`config.mk`:
```
export PLATFORM = sky130hd
export DESIGN_NAME = pe_ws_dbuf
export DESIGN_NICKNAME = d
export VERILOG_FILES = /design/src/rtl/pe_ws_dbuf.sv
export SDC_FILE = /design/constraint.sdc
export NUM_CORES = 1
export LEC_CHECK = 0
export BUFFER_PORTS_ARGS = -buffer_cell sky130_fd_sc_hd__buf_2
export CORE_MARGIN = 4
export CORE_UTILIZATION = 37
export DETAILED_ROUTE_END_ITERATION = 7
export SYNTH_ARGS = -nofsm -noshare
export SYNTH_HDL_FRONTEND = slang
export SYNTH_SLANG_ARGS = --single-unit
```
`constraint.sdc`:
```
create_clock -name PE_clk -period 10.27 [get_ports PE_clk]
set_input_delay 0.5135 -clock PE_clk [delete_from_list [all_inputs] [get_ports PE_clk]]
set_output_delay 0.5135 -clock PE_clk [all_outputs]
set_load 0.02 [all_outputs]
```
`src/rtl/pe_ws_dbuf.sv`:
```
// Weight-stationary systolic PE with active/shadow weight double buffering.
// The next weight streams down the column while the current one computes.
module pe_ws_dbuf #(
    parameter int L_WIDTH  = 32,
    parameter int S_WIDTH  = 8,
    parameter bit LAST_COL = 1'b0,
    parameter bit SAT_EN   = 1'b1
) (
    input  logic                      PE_clk,
    input  logic                      PE_rst_n,
    input  logic                      PE_mode,
    input  logic                      PE_en_up,
    input  logic [L_WIDTH-1:0]        PE_data_up,
    input  logic                      PE_en_left,
    input  logic [S_WIDTH-1:0]        PE_data_left,
    input  logic                      PE_swap,
    output logic                      PE_en_down,
    output logic [L_WIDTH-1:0]        PE_data_down,
    output logic                      PE_en_right,
    output logic [S_WIDTH-1:0]        PE_data_right,
    output logic                      PE_wt_ready,
    output logic                      PE_shadow_full,
    output logic                      PE_ovf
);

    // State bits are {wt_ready, shadow_full} so flags come straight from the register.
    typedef enum logic [1:0] {
        EMPTY        = 2'b00,
        SHADOW       = 2'b01,
        READY        = 2'b10,
        READY_SHADOW = 2'b11
    } wt_state_e;

    wt_state_e                state_q;
    logic [S_WIDTH-1:0]       active_q;
    logic [S_WIDTH-1:0]       shadow_q;
    logic                     en_down_q;
    logic [L_WIDTH-1:0]       data_down_q;
    logic                     ovf_q;

    logic                     load;
    logic                     comp;
    logic [S_WIDTH-1:0]       act_eff;
    logic signed [2*S_WIDTH-1:0] left_ext;
    logic signed [2*S_WIDTH-1:0] act_ext;
    logic signed [2*S_WIDTH-1:0] prod;
    logic [L_WIDTH:0]         sum;
    logic                     ovf_d;
    logic [L_WIDTH-1:0]       psum_d;

    always_comb begin
        load     = PE_mode & PE_en_up;
        comp     = ~PE_mode & PE_en_left;
        act_eff  = state_q[1] ? active_q : '0;
        left_ext = {{S_WIDTH{PE_data_left[S_WIDTH-1]}}, PE_data_left};
        act_ext  = {{S_WIDTH{act_eff[S_WIDTH-1]}}, act_eff};
        prod     = left_ext * act_ext;
        sum      = {{(L_WIDTH+1-2*S_WIDTH){prod[2*S_WIDTH-1]}}, prod}
                 + {PE_data_up[L_WIDTH-1], PE_data_up};
        // Out of range exactly when the extra sign bit disagrees with the L_WIDTH sign bit.
        ovf_d    = sum[L_WIDTH] ^ sum[L_WIDTH-1];
        psum_d   = sum[L_WIDTH-1:0];
        if (SAT_EN && ovf_d) begin
            psum_d = sum[L_WIDTH] ? {1'b1, {(L_WIDTH-1){1'b0}}}
                                  : {1'b0, {(L_WIDTH-1){1'b1}}};
        end
    end

    always_ff @(posedge PE_clk or negedge PE_rst_n) begin
        if (!PE_rst_n) begin
            state_q     <= EMPTY;
            active_q    <= '0;
            shadow_q    <= '0;
            en_down_q   <= 1'b0;
            data_down_q <= '0;
            ovf_q       <= 1'b0;
        end else begin
            en_down_q <= load | comp;
            ovf_q     <= comp & ovf_d;
            if (load) begin
                data_down_q <= PE_data_up;
                shadow_q    <= PE_data_up[S_WIDTH-1:0];
            end else if (comp) begin
                data_down_q <= psum_d;
            end
            if (PE_swap && state_q[0]) begin
                active_q <= shadow_q;
            end
            case (state_q)
                EMPTY:        if (load) state_q <= SHADOW;
                SHADOW:       if (PE_swap) state_q <= load ? READY_SHADOW : READY;
                READY:        if (load) state_q <= READY_SHADOW;
                READY_SHADOW: if (PE_swap && !load) state_q <= READY;
                default:      state_q <= EMPTY;
            endcase
        end
    end

    generate
        if (LAST_COL) begin : g_last
            assign PE_en_right   = 1'b0;
            assign PE_data_right = '0;
        end else begin : g_fwd
            logic               en_right_q;
            logic [S_WIDTH-1:0] data_right_q;
            always_ff @(posedge PE_clk or negedge PE_rst_n) begin
                if (!PE_rst_n) begin
                    en_right_q   <= 1'b0;
                    data_right_q <= '0;
                end else begin
                    en_right_q <= comp;
                    if (comp) data_right_q <= PE_data_left;
                end
            end
            assign PE_en_right   = en_right_q;
            assign PE_data_right = data_right_q;
        end
    endgenerate

    assign PE_en_down     = en_down_q;
    assign PE_data_down   = data_down_q;
    assign PE_wt_ready    = state_q[1];
    assign PE_shadow_full = state_q[0];
    assign PE_ovf         = ovf_q;

endmodule

```
### After elaboration in Yosys (flattened, before gate mapping)

Cells that the tools add are included.
W data, S select, Z words.

| word-level totals | value |
|---|---|
| input bits | 46 |
| register bits after elaboration | 61 |
| output and inout bits | 45 |

| cells by class | value |
|---|---|
| multiply operators | 1 |
| muxes and demuxes | 11 |
| add/sub/neg operators | 1 |
| reductions and logical operators | 6 |
| bitwise logic cells | 6 |
| equal/unequal tests | 7 |

Operators by type and width:

| kind | number |
|---|---|
| $mux W32 | 4 |
| $add A16 B32 Y33 | 1 |
| $mul A8 B8 Y16 | 1 |
| $mux W2 | 4 |
| $mux W8 | 1 |
| $ne A2 B2 Y1 const B | 4 |
| $pmux W2 S4 | 1 |
| $eq A2 B2 Y1 const B | 2 |
| $reduce_and A4 Y1 | 1 |
| $and A1 B1 Y1 | 3 |
| $eq A2 B1 Y1 const B | 1 |
| $logic_and A1 B1 Y1 | 2 |
| $logic_not A2 Y1 | 1 |
| $reduce_bool A2 Y1 | 1 |
| $logic_not A1 Y1 | 1 |
| $mux W1 | 1 |
| $not A1 Y1 | 1 |
| $or A1 B1 Y1 | 1 |
| $xor A1 B1 Y1 | 1 |

### Logic depth before layout (Yosys ltp)

| logic depth | value |
|---|---|
| depth in word-level cells | 7 |
| mapped depth | 25 |
| mapped depth without buffers | 21 |

### Least setup slack after synthesis

Ideal clock, no wire load.

| timing | value |
|---|---|
| kind | input to register |
| from | in PE_data_left[7] |
| to | reg data_down_q[3] (netlist: PE_data_down[3]) |
| stages | 20 |
| library setup time | 126 ps |
| setup slack | 3427 ps |
| path buffers | 2 |
| data arrival time | 6716 ps |
| required time | 10144 ps |
| path through | clkbuf_1 > and3_1 > inv_1 > fa_1 > inv_1 > fa_1 > fa_1 > fa_1 > inv_1 > fa_1 > inv_1 > ha_1 > o211ai_1 > o21ai_1 > a211o_1 > a32o_1 > or3_4 > a21o_1 > buf_4 > a311o_1 |

| between the ends | value |
|---|---|
| word-level cells in the longest chain between the ends | 6 |

RTL lines:

| what | RTL line | source |
|---|---|---|
| start, declared | 15 | `input logic [S_WIDTH-1:0] PE_data_left,` |
| $mul A8 B8 Y16 * | 57 | `prod = left_ext * act_ext;` |
| $add A16 B32 Y33 * | 59 | `+ {PE_data_up[L_WIDTH-1], PE_data_up};` |
| $mux W32 or $xor A1 B1 Y1 (tied branches) | 64, 61 |  |
| $mux W32 * | 63 | `if (SAT_EN && ovf_d) begin` |
| $mux W32 * | 83 | `end else if (comp) begin` |
| $mux W32 * | 80 | `if (load) begin` |
| end signal, assigned | 81 | `data_down_q <= PE_data_up;` |
| end signal, assigned | 84 | `data_down_q <= psum_d;` |
| end, declared | 38 | `logic [L_WIDTH-1:0] data_down_q;` |

Every way passes the cells marked *; elsewhere a longest branch is shown, timed or not. The select of a mux whose other input is x is not followed.
A chain may end at the register's enable or synchronous reset.

### Worst setup path after layout

| timing | value |
|---|---|
| from | reg state_q[1] |
| to | reg data_down_q[30] (netlist: PE_data_down[30]) |

| between the ends | value |
|---|---|
| word-level cells in the longest chain between the ends | 7 |

RTL lines:

| what | RTL line | source |
|---|---|---|
| start, declared | 34 | `wt_state_e state_q;` |
| start signal, assigned | 91 | `SHADOW: if (PE_swap) state_q <= load ? READY_SHADOW : READY;` |
| $mux W8 * | 54 | `act_eff = state_q[1] ? active_q : '0;` |
| $mul A8 B8 Y16 * | 57 |  |
| $add A16 B32 Y33 * | 59 |  |
| $mux W32 or $xor A1 B1 Y1 (tied branches) | 64, 61 |  |
| $mux W32 * | 63 |  |
| $mux W32 * | 83 |  |
| $mux W32 * | 80 |  |

Marked as above.

==> parameters.txt <==
Parameter                              Value

Global routing
  GR Util met1    0.255
  Number of global-route vias before repair    about 7000
  Antenna violations before repair    0
  Global routing met2 resource utilization    0.329
  Maximum number of pins on one net before global-route repair    62
  Most utilized layer in the global route result    met2
  Met3 track demand over resource    0.0302
  First-pass GRT wire length    about 38000 um
  Total routing usage reported by global routing    0.193
  Overflow left after global routing    0

Placed design
  Cell Area, Placed    just over 9000 um2
  Post-DP HPWL    approximately 18000 um
  Placer's final routability congestion estimate    ~0.91
  Port Buffer Count    90

Final layout
  Antenna fix cells    0
  Area of all placed cells without fillers    a little over 9000 um2
  Multi-input gate area    ~6300 um2
  Layout overhead on the synthesized area    11.3%
  Commonest non-fill, non-tap cell in the layout    sky130_fd_sc_hd__fa_1
  Sequential cell area    1530 um2
  Top library cells by usage in the layout, fill and taps aside    sky130_fd_sc_hd__fa_1, sky130_fd_sc_hd__inv_1, sky130_fd_sc_hd__nand2_1, sky130_fd_sc_hd__buf_2, sky130_fd_sc_hd__ha_1
  Filler cells    approximately 2200
  Number of nets in the finished design    roughly 1200
  Fraction of final layout cells sized beyond drive strength 1    0.139

STA
  Hold Fails Final Rpt    0
  Transition at the pin with the smallest max-transition slack    roughly 1.2 ns
  Post-layout min period    a little over 8 ns
  Final count of negative-setup-slack endpoints    0
  Ratio of final minimum period to clock period    0.792
  RSZ-0062 raised after global routing    no
  Total Neg Setup Slack    0 ns
  Final max-slew violation count    0
  Maximum achievable frequency    123 MHz
  Clock Skews    approximately 0.0075 ns
  Max_slew headroom    0.225

Die
  Area enclosed by the die boundary    roughly 25000 um2
  Top-Level Pins    between 90 and 100
  Initial standard-cell utilization of the core    0.380
  Die Y-Extent    around 160 um
  Die X-Extent    159 um
  CORE AREA    roughly 22000 um2
  Count of standard-cell rows    54

Route
  Drt drc    0
  Ratio of routed vias to standard cells    between 5 and 6
  DRC violation total after the first TritonRoute iteration    around 340
  Number of routed nets with antenna violations    0
  Total wire length    22800 um
  Routed wire per std cell    between 15 and 20 um
  Vias after detailed routing    approximately 6400
  DRT Pass-1 Iters    4

Setup path
  Largest fanout on the critical path    48
  Kind of critical path    flip-flop to flip-flop
  CP arrival    roughly 8.4 ns
  Required time of the worst setup path    ~11 ns
  Startpoint class of the critical path    flip-flop
  Critical Path End Type    flip-flop

Synthesis
  Post-synthesis simple-gate area fraction    0.125
  XOR/XNOR share of the synthesized area    0.0282
  FFs w/ async S/R, synth    1.00
  Synthesized-area fraction occupied by adder cells    0.441
  Primary flip-flop cell chosen by synthesis mapping    sky130_fd_sc_hd__dfrtp_1
  Flip-flop and latch count after synthesis    61
  Netlist Area Pre-Place    about 8400 um2
  Number of enable-type register cells in the synthesized netlist    0
  Sequential cell area fraction in the yosys report    0.182
  Count of mapped cells out of synthesis    860
  Post-Syn Area per Cell    9.75 um2
  Post-Synthesis Net Count    roughly 1100
  Syn. warnings    0
  Largest family of logic cells by synthesized area    adder cells
  Multiplexer fraction of the synthesized cell area    0.0119
  Complex-gate fraction of the synthesized area    0.140
  Netlist cell types    between 60 and 70

Worst hold path
  Class of the worst hold path    input port to async pin

Clock network
  Clk sink count    around 60
  Skew-Pair Late Insertion Delay    roughly 0.34 ns
  H-tree level count    3
  TritonCTS buffer count    9
  CTS tree    yes
  Clock slew at reported path FFs    0.06 ns
  Cells resized by post-CTS repair    0
  Number of hold-repair buffers added at the cts stage    0
  Library cell used as clock root buffer    sky130_fd_sc_hd__clkbuf_16
  Clock buffer depth    2
  Buffers inserted by post-CTS timing repair    0

Outcome
  Result of the run    completed

Flow run
  Maxcap violations    0
==> Yosys cell counts (all sizes together) (5+ instances only) <==
| library cell | number | share of area |
|---|---|---|
| o211ai | 6 | 0.0054 |
| nor2 | 25 | 0.011 |
| nand2 | 93 | 0.042 |
| clkbuf | 23 | 0.010 |
| a21o | 12 | 0.011 |
| o21a | 6 | 0.0054 |
| o21ai | 36 | 0.021 |
| xor2 | 5 | 0.0052 |
| ha | 72 | 0.11 |
| or3 | 5 | 0.0043 |
| and2 | 7 | 0.0052 |
| xnor2 | 22 | 0.023 |
| nand3 | 28 | 0.017 |
| nor3 | 5 | 0.0030 |
| buf | 16 | 0.0098 |
| dfrtp | 61 | 0.18 |
| and3 | 38 | 0.028 |
| a21boi | 5 | 0.0045 |
| mux2 | 8 | 0.011 |
| inv | 114 | 0.051 |
| o22ai | 16 | 0.012 |
| fa | 140 | 0.33 |
| a21oi | 55 | 0.033 |
==> cells by family (layout without fill, tap and decap cells) <==
group                    Yosys count  count (layout)
buffers and inverters            153             225
XOR/XNOR                          27              27
multiplexers                       9               9
adder cells (fa/ha/maj)          212             212
AO/OA/AOI/OAI                    179             179
flip-flops                        61              61
AND/OR/NAND/NOR                  219             219
==> registers in the layout (all words and copies together) (netlist names) <==
signal and count:
PE_ovf 1, PE_en_right 1, PE_data_down 32, PE_data_right 8
state_q 2, active_q 8, shadow_q 8, PE_en_down 1
==> layout make-up <==
type | count | share of cell area
multi-input combinational | 646 | 0.671
sequential | 61 | 0.164
inverter | 114 | 0.0458
tap | 280 | 0.0375
clock inverter | 7 | 0.00536
timing repair buffer | 95 | 0.0523
clock buffer | 9 | 0.0241
==> worst max-delay path, stage by stage (launching register included) <==
cell	delay, ns
sky130_fd_sc_hd__dfrtp_1	1.11
sky130_fd_sc_hd__nand3_1	0.42
sky130_fd_sc_hd__fa_1	0.86
sky130_fd_sc_hd__fa_1	0.57
sky130_fd_sc_hd__inv_1	0.57
sky130_fd_sc_hd__fa_1	0.54
sky130_fd_sc_hd__fa_1	0.44
sky130_fd_sc_hd__ha_1	0.29
sky130_fd_sc_hd__ha_1	0.46
sky130_fd_sc_hd__nand3_1	0.27
sky130_fd_sc_hd__o221ai_1	0.28
sky130_fd_sc_hd__nor4b_1	0.41
sky130_fd_sc_hd__nor3_1	0.16
sky130_fd_sc_hd__a221oi_4	0.35
sky130_fd_sc_hd__a21o_1	0.86
sky130_fd_sc_hd__nand2_1	0.17
sky130_fd_sc_hd__o32ai_1	0.25
==> metrics by stage <==
stage | instances | utilization | hold WS (ns) | setup slack (ns)
global placement | 1196 | 0.410 | 0.453 | 2.35
CTS | 1212 | 0.423 | 0.360 | 2.14
finish | 1212 | 0.423 | 0.366 | 2.13
floorplan | 860 | - | 0.218 | 3.43
detailed placement | 1196 | 0.410 | 0.458 | 2.17
global route | 1212 | 0.423 | 0.370 | 1.38
==> metal layers <==
metal	wire length, um	vias up
met1	10100	3235
li1	-	3025
met2	11200	158
met3	962	31
met4	560	0
met5	0	-
==> worst paths after layout <==
kind,start,end,slack [ns],cells after the start
worst max-delay path,state_q[1],PE_data_down[30],2.13,16
worst min-delay path,PE_rst_n,active_q[6],0.37,2
worst max register to register,state_q[1],PE_data_down[30],2.13,16
worst min register to register,PE_data_right[0],PE_data_right[0],0.47,2
max in group asynchronous,PE_rst_n,PE_data_down[20],9.34,2
min in group PE_clk,PE_swap,state_q[0],0.37,2
Power is left out: the tool's default activity adds up to more than one toggle a clock period on the data nets, which glitch-free logic cannot reach.
